**src/rtl/tick_strobe_gen.sv**
```systemverilog
// tick_strobe_gen: programmable prescaler that paces a method-enable strobe
// under an RDY/EN handshake, with a saturating count of dropped ticks.
//
// Ports:
//   CLK          board clock, all state on posedge
//   RST_N        asynchronous active-low reset
//   run          1 = prescaler counts, 0 = frozen
//   div_max      terminal count, tick period = div_max+1 cycles
//   rdy_in       consumer ready (RDY_count_value)
//   btn_step     (TICK_STEP_BTN_EN only) async step pushbutton, active-high
//   en_out       method enable (EN_count_value) = pending & rdy_in
//   tick         registered raw prescaler tick
//   pending      a request is waiting for rdy_in
//   overrun_cnt  saturating count of ticks dropped while pending
//
// Optional feature macro: TICK_STEP_BTN_EN (debounced step button).
module tick_strobe_gen #(
  parameter int DIV_W = 21,
  parameter int OVR_W = 8
) (
  input  logic             CLK,
  input  logic             RST_N,
  input  logic             run,
  input  logic [DIV_W-1:0] div_max,
  input  logic             rdy_in,
`ifdef TICK_STEP_BTN_EN
  input  logic             btn_step,
`endif
  output logic             en_out,
  output logic             tick,
  output logic             pending,
  output logic [OVR_W-1:0] overrun_cnt
);

  typedef enum logic [1:0] {
    S_IDLE,
    S_ARMED,
    S_PEND
  } state_t;

  logic [DIV_W-1:0] r_cnt;
  logic             r_tick;
  state_t           r_state;
  logic             r_pend;
  logic [OVR_W-1:0] r_ovr;

  logic w_term;
  logic w_req;
  logic w_fire;

  // >= rather than == so shrinking div_max below cnt ticks at once
  assign w_term = run && (r_cnt >= div_max);

  always_ff @(posedge CLK or negedge RST_N) begin
    if (!RST_N) begin
      r_cnt  <= '0;
      r_tick <= 1'b0;
    end else if (run) begin
      if (w_term) begin
        r_cnt <= '0;
      end else begin
        r_cnt <= r_cnt + DIV_W'(1);
      end
      r_tick <= w_term;
    end else begin
      r_tick <= 1'b0;
    end
  end

`ifdef TICK_STEP_BTN_EN
  logic [1:0] r_sync;
  logic       r_db;
  logic [3:0] r_db_cnt;
  logic       w_db_flip;
  logic       w_step;

  // db follows the synced level only after 16 consecutive differing cycles
  assign w_db_flip = (r_sync[1] != r_db) && (r_db_cnt == 4'd15);
  assign w_step    = w_db_flip && r_sync[1];

  always_ff @(posedge CLK or negedge RST_N) begin
    if (!RST_N) begin
      r_sync   <= 2'b00;
      r_db     <= 1'b0;
      r_db_cnt <= 4'd0;
    end else begin
      r_sync <= {r_sync[0], btn_step};
      if (r_sync[1] == r_db) begin
        r_db_cnt <= 4'd0;
      end else if (w_db_flip) begin
        r_db     <= r_sync[1];
        r_db_cnt <= 4'd0;
      end else begin
        r_db_cnt <= r_db_cnt + 4'd1;
      end
    end
  end

  // a step coinciding with a tick is one request
  assign w_req = w_term | w_step;
`else
  assign w_req = w_term;
`endif

  assign en_out = r_pend & rdy_in;
  assign w_fire = en_out;

  // the request is taken on the same edge that raises tick,
  // so pending and en_out line up with tick
  always_ff @(posedge CLK or negedge RST_N) begin
    if (!RST_N) begin
      r_state <= S_IDLE;
      r_pend  <= 1'b0;
      r_ovr   <= '0;
    end else begin
      unique case (r_state)
        S_IDLE: begin
          if (w_req) begin
            r_state <= S_PEND;
            r_pend  <= 1'b1;
          end else if (run) begin
            r_state <= S_ARMED;
          end
        end
        S_ARMED: begin
          if (w_req) begin
            r_state <= S_PEND;
            r_pend  <= 1'b1;
          end else if (!run) begin
            r_state <= S_IDLE;
          end
        end
        S_PEND: begin
          if (w_fire && !w_req) begin
            r_state <= run ? S_ARMED : S_IDLE;
            r_pend  <= 1'b0;
          end else if (!w_fire && w_req) begin
            if (r_ovr != '1) begin
              r_ovr <= r_ovr + OVR_W'(1);
            end
          end
        end
        default: begin
          r_state <= S_IDLE;
          r_pend  <= 1'b0;
        end
      endcase
    end
  end

  assign tick        = r_tick;
  assign pending     = r_pend;
  assign overrun_cnt = r_ovr;

endmodule

```
**config.mk**
```make
export PLATFORM = sky130hd
export DESIGN_NAME = tick_strobe_gen
export DESIGN_NICKNAME = d
export VERILOG_FILES = /design/src/rtl/tick_strobe_gen.sv
export SDC_FILE = /design/constraint.sdc
export NUM_CORES = 1
export LEC_CHECK = 0
export ABC_AREA = 1
export CAP_MARGIN = 5
export CORE_MARGIN = 2
export CORE_UTILIZATION = 40
export CTS_CLUSTER_DIAMETER = 60
export DETAILED_ROUTE_END_ITERATION = 10
export DONT_BUFFER_PORTS = 1
export GPL_TIMING_DRIVEN = 1
export PLACE_DENSITY = 0.57
export SYNTH_ARGS = -nofsm -noshare
export SYNTH_HDL_FRONTEND = slang
export SYNTH_SLANG_ARGS = --single-unit
```
**constraint.sdc**
```tcl
create_clock -name CLK -period 3.3 [get_ports CLK]
set_input_delay 0.99 -clock CLK [delete_from_list [all_inputs] [get_ports CLK]]
set_output_delay 0.99 -clock CLK [all_outputs]
set_load 0.1 [all_outputs]
```
==> metrics.md, run 1 <==
| Metric | Value |
|---|---|
| Clock latency on the worst-skew pair | `280 ps` |
| Logic pwr share | `34.7%` |
| WP data arrival | `2640 ps` |
| Synthesized instance count | `312` |
| Die height | `80.9 um` |
| Number of routed nets with antenna violations | `0` |
| Layout cell share with drive strength beyond 1 | `10.2%` |
| Leak pwr | `1.40 nW` |
| Die area | `6540 um^2` |
| CP max FO | `12` |
| Nets | `372` |
| Initial antenna violation count | `0` |
| Async S/R FF share, synth | `100%` |
| Sw Share | `40.3%` |
| # IOs | `36` |
| Clock power frac | `23.0%` |
| GP Congestion | `0.811` |
| Pwr Density | `495 nW/um^2` |
| Minimum clock period | `2420 ps` |
| Max_cap viols | `0` |
| Synth top cells by count | `nand2_1 (88), inv_1 (47), nor2_1 (39), dfrtp_1 (33), ha_1 (23)` |
| Half-perimeter wire length after placement | `3720 um` |
| Area added between synthesis and finish | `8.26%` |
| Largest net degree at the start of global routing | `34` |
| Final Cycle Share | `73.4%` |
| Critical Path Source Type | `input port` |
| Initial DRC count | `97` |
| Final Skew | `9.59 ps` |
| Synthesized Nets | `360` |
| Status | `completed` |
| Vias in the first global route | `1,826` |
| DR WL/cell | `11.7 um` |
| Slew HR | `32.8%` |
| Cts hold-fix bufs | `0` |
| Internal power | `755 uW` |
| Core region area | `5610 um^2` |
| Max Freq | `413 MHz` |
| Via count | `1,911` |
| RSZ-0062 raised after global routing | `false` |
| Library cells used by synthesis | `31` |
| Vias/cell | `4.81` |
| Clk sink count | `33` |
| DRC | `0` |
| Root Driver | `clkbuf_8` |
| Post-layout util | `45.6%` |
| Longest Clk Path Bufs | `2` |
| Worst hold path class | `in2async` |
| Crit path capture type | `flop` |
| Number of synthesized flops with an enable pin | `0` |
| TNS Setup | `0 ps` |
| NetSw | `511 uW` |
| Flop pwr share | `42.3%` |
| Critical path type | `in2reg` |
| Seq cells post-synth | `33` |
| Die Wd | `80.9 um` |
| Synth warn | `0` |
| Final Setup Violations | `0` |
| Worst path required time | `3520 ps` |
| Cell with the most instances after synthesis | `nand2_1` |
| Post-synthesis sequential area ratio | `35.0%` |
| Placement Rows | `27` |
| VDD IR-drop max | `0.000476 V` |
| Port Buffers | `0` |
| Ant diodes | `0` |
| First-pass GRT wire length | `8020 um` |
| Post-CTS Setup Bufs | `0` |
| Tot GR Track Use | `15.7%` |
| Slew Limit Fails | `0` |
| Slew @ Worst Pin | `1010 ps` |
| Clock transition at the registers of the reported paths | `70 ps` |
| CTS Buf Count | `5` |
| Initial Util | `42.1%` |
| Final Hold Fails | `0` |
| Top cell type's share of synthesized area | `35.0%` |
| Primary FF master, synth | `dfrtp_1` |
| Resized Gates After CTS | `0` |
| Top post-synthesis cells by area | `dfrtp_1 (35%), nand2_1 (14%), ha_1 (12%)` |
| Initial DRT Pass Iterations | `4` |
| Syn Area/Cell | `7.57 um^2` |
| Overflow after GRT | `0` |
| Final wirelength | `4630 um` |
| Setup slack, reg-to-reg | `1190 ps` |
| Htree depth | `2` |
| CTS tree | `yes` |
| Cell area after synthesis | `2360 um^2` |
| Synth area leader | `dfrtp_1` |
per-layer routing:
metal | track usage [%] | vias up | part of all wire [%]
li1 | - | 994 | -
met4 | 3.56 | 0 | 0.95
met2 | 25.3 | 46 | 43
met3 | 4.56 | 6 | 5.3
met1 | 21.0 | 865 | 50
met5 | 0 | - | 0
layout by cell type, fill, tap and decap left out, types with 2 or more instances in the layout:
master,count
a21oi_1,7
buf_4,9
clkbuf_8,5
clkinv_2,2
dfrtp_1,33
ha_1,23
inv_1,47
inv_2,3
nand2_1,88
nand2_2,3
nand3_1,12
nand4_1,3
nor2_1,39
nor2_2,2
nor3_1,8
nor3_2,2
nor3b_1,3
o211a_1,2
o21ai_0,2
o21ai_2,3
xnor2_1,7
xor2_1,12
flip-flops by register name (all words and copies together) (netlist names):
register / flops
r_state: 2
pending: 1
overrun_cnt: 8
r_cnt: 21
tick: 1
power by group through the flow:
| stage | logic (mW) | registers (mW) | clock network, mW |
|---|---|---|---|
| after detailed placement | 0.442 | 0.544 | 0 |
| final | 0.440 | 0.535 | 0.291 |
| after floorplan | 0.274 | 0.617 | 0 |
| after global placement | 0.436 | 0.543 | 0 |
| after CTS | 0.445 | 0.537 | 0.305 |
| after global routing | 0.496 | 0.546 | 0.324 |
stage by stage:
step	worst slack [ps]	power (mW)	cell area, um^2	std cells	hold slack, ps
2_1_floorplan	587	0.891	2360	312	490
3_3_place_gp	621	0.978	2470	389	516
3_5_place_dp	575	0.986	2470	389	518
4_1_cts	881	1.29	2560	397	383
5_1_grt	679	1.37	2560	397	372
6_report	879	1.27	2560	397	397
layout make-up:
type | instances | area, um^2
fillers | 595 | 3050
clock inverters | 2 | 10.0
clock buffers | 6 | 72.6
multi-input cells | 225 | 1300
flip-flops and latches | 33 | 826
inverters | 50 | 188
well taps | 72 | 90.1
repair buffers | 9 | 67.6
cell families (layout without fill, tap and decap cells):
family / after synthesis / count (layout) / synth area share (%)
adders and majority gates: 23 / 23 / 12.2
and+or+nand+nor: 165 / 165 / 30.9
DFF: 33 / 33 / 35.0
xor gates and xnor gates: 19 / 19 / 7.04
AOI/OAI and AO/OA: 18 / 18 / 5.03
buffers and inverters: 54 / 67 / 9.85
final timing paths:
check	from	endpoint	cells after the start
max reg2reg	r_cnt[20]	overrun_cnt[7]	13
min in group CLK	r_state[1]	pending	3
max in group asynchronous	RST_N	pending	0
max	div_max[20]	overrun_cnt[7]	14
min	RST_N	r_cnt[13]	0
min reg2reg	r_state[1]	pending	3
worst max-delay path: stages:
cell	delay (ps)
inv_1	20
ha_1	300
nand2_1	80
nor2_2	150
nand2_1	90
nor2_1	190
nand2_1	90
nand4_2	110
nand2_2	90
inv_2	130
nand2_4	130
inv_1	140
nand2_1	70
nand2_1	60
No activity file was read; power rests on OpenSTA's default activity.
==> run 2, diff against run 1 <==
==> constraint.sdc (replaced) <==
create_clock -name CLK -period 2.4 [get_ports CLK]
set_input_delay 0.72 -clock CLK [delete_from_list [all_inputs] [get_ports CLK]]
set_output_delay 0.72 -clock CLK [all_outputs]
set_load 0.1 [all_outputs]
==> run 2 against run 1 <==
Effect of this change: final area rose by 1.5%; combinational power rose by 40%; worst hold slack got worse by 270 ps; clock-buffer cell count shrank 1; non-clock buffer count rose by 4; die area unchanged; clock skew is 6.9 ps lower; flip-flop and latch count is the same; sequential share of layout area down 0.47 points; critical path type unchanged; critical endpoint is now overrun_cnt[4]; largest cell class unchanged; largest power group unchanged.
==> metrics.md, run 2 (synthesis results as in run 1) <==
| Metric | Value |
|---|---|
| Final Skew | `2.72 ps (was 9.59 ps)` |
| Pwr Density | `671 nW/um^2 (was 495 nW/um^2)` |
| Nets | `376 (was 372)` |
| Worst path max stage delay | `300 ps (about the same)` |
| First-pass GRT wire length | `7940 um (was 8020 um)` |
| Layout cell share with drive strength beyond 1 | `11.3% (was 10.2%)` |
| Final wirelength | `4620 um (was 4630 um)` |
| Area added between synthesis and finish | `9.85% (was 8.26%)` |
| Max Freq | `488 MHz` |
| Slew @ Worst Pin | `339 ps (was 1010 ps)` |
| VDD IR-drop max | `0.000672 V (was 0.000476 V)` |
| Clock transition at the registers of the reported paths | `70 ps (about the same)` |
| CTS Buf Count | `5 (unchanged)` |
| Final Hold Fails | `0 (unchanged)` |
| TNS Setup | `0 ps (unchanged)` |
| Critical path type | `in2reg (unchanged)` |
| Overflow after GRT | `0 (unchanged)` |
| Initial antenna violation count | `0 (unchanged)` |
| Port Buffers | `0 (unchanged)` |
| Root Driver | `clkbuf_8 (unchanged)` |
| Post-CTS Setup Bufs | `0 (unchanged)` |
| Slew Limit Fails | `0 (unchanged)` |
| Via count | `1,838 (was 1,911)` |
| Max reg flops | `21 (unchanged)` |
| Ant diodes | `0 (unchanged)` |
| RSZ-0062 raised after global routing | `false (unchanged)` |
| GP Congestion | `0.783 (was 0.811)` |
| Status | `completed (unchanged)` |
| DR WL/cell | `11.6 um (was 11.7 um)` |
| Cts hold-fix bufs | `0 (unchanged)` |
| WP data arrival | `2270 ps (was 2640 ps)` |
| Die height | `80.9 um (unchanged)` |
| Placed cell area | `2520 um^2 (was 2470 um^2)` |
| Delay-heaviest family, CP | `simple AND/OR/NAND/NOR gates (unchanged)` |
| Design area | `2590 um^2 (was 2560 um^2)` |
| Initial DRC count | `42 (was 97)` |
| Final Setup Violations | `0 (unchanged)` |
| Final cell count without fillers | `399 (was 397)` |
| Max_cap viols | `0 (unchanged)` |
| Longest Clk Path Bufs | `2 (unchanged)` |
| Placement Rows | `27 (unchanged)` |
| Pwr Total | `1.74 mW (was 1.27 mW)` |
| Crit path capture type | `flop (unchanged)` |
| Top cell by count, worst path | `nand2_1 (unchanged)` |
| Clock latency on the worst-skew pair | `280 ps (about the same)` |
| CTS tree | `yes (unchanged)` |
| Vias/cell | `4.61 (was 4.81)` |
| Critical Path Source Type | `input port (unchanged)` |
| Leak pwr | `1.41 nW (was 1.40 nW)` |
| Initial Util | `42.1% (unchanged)` |
| Htree depth | `2 (unchanged)` |
| Most common cell after layout, fill and taps aside | `nand2_1 (unchanged)` |
| Cell count after placement | `393 (was 389)` |
| Buf/Inv on CP | `3 (unchanged)` |
| Final Cycle Share | `85.3%` |
| Critical-path cell list | `inv_1, ha_1, nand2_1, nor2_2, nand2_1, nor2_1, nand2_1, nand4_2, nand2_2, inv_2, nand2_4, inv_1, nand2_1, nand2_1 (unchanged)` |
| CP max FO | `12 (unchanged)` |
| Most frequent cells in the layout | `nand2_1 (88), inv_1 (46), nor2_1 (39) (was nand2_1 (88), inv_1 (47), nor2_1 (39))` |
| Slowest cell on crit path | `ha_1 (unchanged)` |
| # IOs | `36 (unchanged)` |
| Tot GR Track Use | `15.7% (about the same)` |
| Vias in the first global route | `1,763 (was 1,826)` |
| Clk sink count | `33 (unchanged)` |
| Worst hold path class | `in2async (unchanged)` |
| Half-perimeter wire length after placement | `3640 um (was 3720 um)` |
| Post-layout util | `46.3% (was 45.6%)` |
| Core region area | `5610 um^2 (unchanged)` |
| DRC | `0 (unchanged)` |
| Worst path required time | `2620 ps (was 3520 ps)` |
| Fillers | `591 (was 595)` |
| Initial DRT Pass Iterations | `4 (unchanged)` |
| Slew HR | `77.2% (was 32.8%)` |
| Die Wd | `80.9 um (unchanged)` |
| Largest net degree at the start of global routing | `34 (unchanged)` |
| Minimum clock period | `2050 ps` |
| Resized Gates After CTS | `0 (unchanged)` |
| Number of routed nets with antenna violations | `0 (unchanged)` |
| Die area | `6540 um^2 (unchanged)` |
| Largest reg by FF count | `r_cnt (unchanged)` |
==> run 2: changes by cell type in the layout (fill, tap and decap cells not counted) <==
cell and delta:
buf_12 +1, buf_4 +3, clkinvlp_4 +1, clkbuf_1 -1, inv_1 -1, clkinv_2 -1
==> run 2: power breakdown <==
part / internal [mW] / total (mW) / switching, mW
Combinational: 0.198 / 0.614 / 0.416
Sequential: 0.647 / 0.733 / 0.0864
Clock: 0.191 / 0.394 / 0.203
==> run 2: path summary, 6_finish.rpt <==
check                            start              to  slack [ps]  depth (start not counted)
max                        div_max[20]  overrun_cnt[4]         350                         14
min                              RST_N        r_cnt[4]         130                          0
max reg2reg                  r_cnt[18]  overrun_cnt[4]         410                         13
min reg2reg                 r_state[1]         pending         540                          3
max in group asynchronous        RST_N  overrun_cnt[1]        2190                          0
min in group CLK            r_state[1]         pending         540                          3
==> run 2: per-stage QoR <==
| stage | setup slack, ps | hold WS [ps] |
|---|---|---|
| finish | 353 | 126 |
| global route | 123 | 99.1 |
| CTS | 315 | 114 |
| detailed placement | 13.5 | 425 |
| global placement | 37.5 | 426 |
| floorplan | 128 | 424 |
==> run 2: final cells by class <==
class	instances	area [um^2]	share of cell area, %
tap	72	90.1	3.47
timing repair buffer	13	110	4.24
inverter	50	191	7.38
clock inverter	1	5.00	0.193
clock buffer	5	68.8	2.65
multi-input combinational	225	1300	50.2
sequential	33	826	31.8
==> run 2: routing by layer <==
| layer | GRT usage [%] | share of wire [%] | vias up |
|---|---|---|---|
| met5 | 0 | 0 | - |
| met1 | 21.6 | 53 | 800 |
| met2 | 24.0 | 42 | 29 |
| met3 | 4.11 | 3.7 | 5 |
| met4 | 5.59 | 1.0 | 0 |
| li1 | - | - | 1004 |
==> run 3, diff against run 2 <==
--- a/config.mk
+++ b/config.mk
@@ -9,7 +9,7 @@
 export CAP_MARGIN = 5
 export CORE_MARGIN = 2
 export CORE_UTILIZATION = 40
-export CTS_CLUSTER_DIAMETER = 60
+export CTS_CLUSTER_DIAMETER = 150
 export DETAILED_ROUTE_END_ITERATION = 10
 export DONT_BUFFER_PORTS = 1
 export GPL_TIMING_DRIVEN = 1
==> results of run 3 <==
No change in the layout: final DEF, timing and power equal those of run 2.
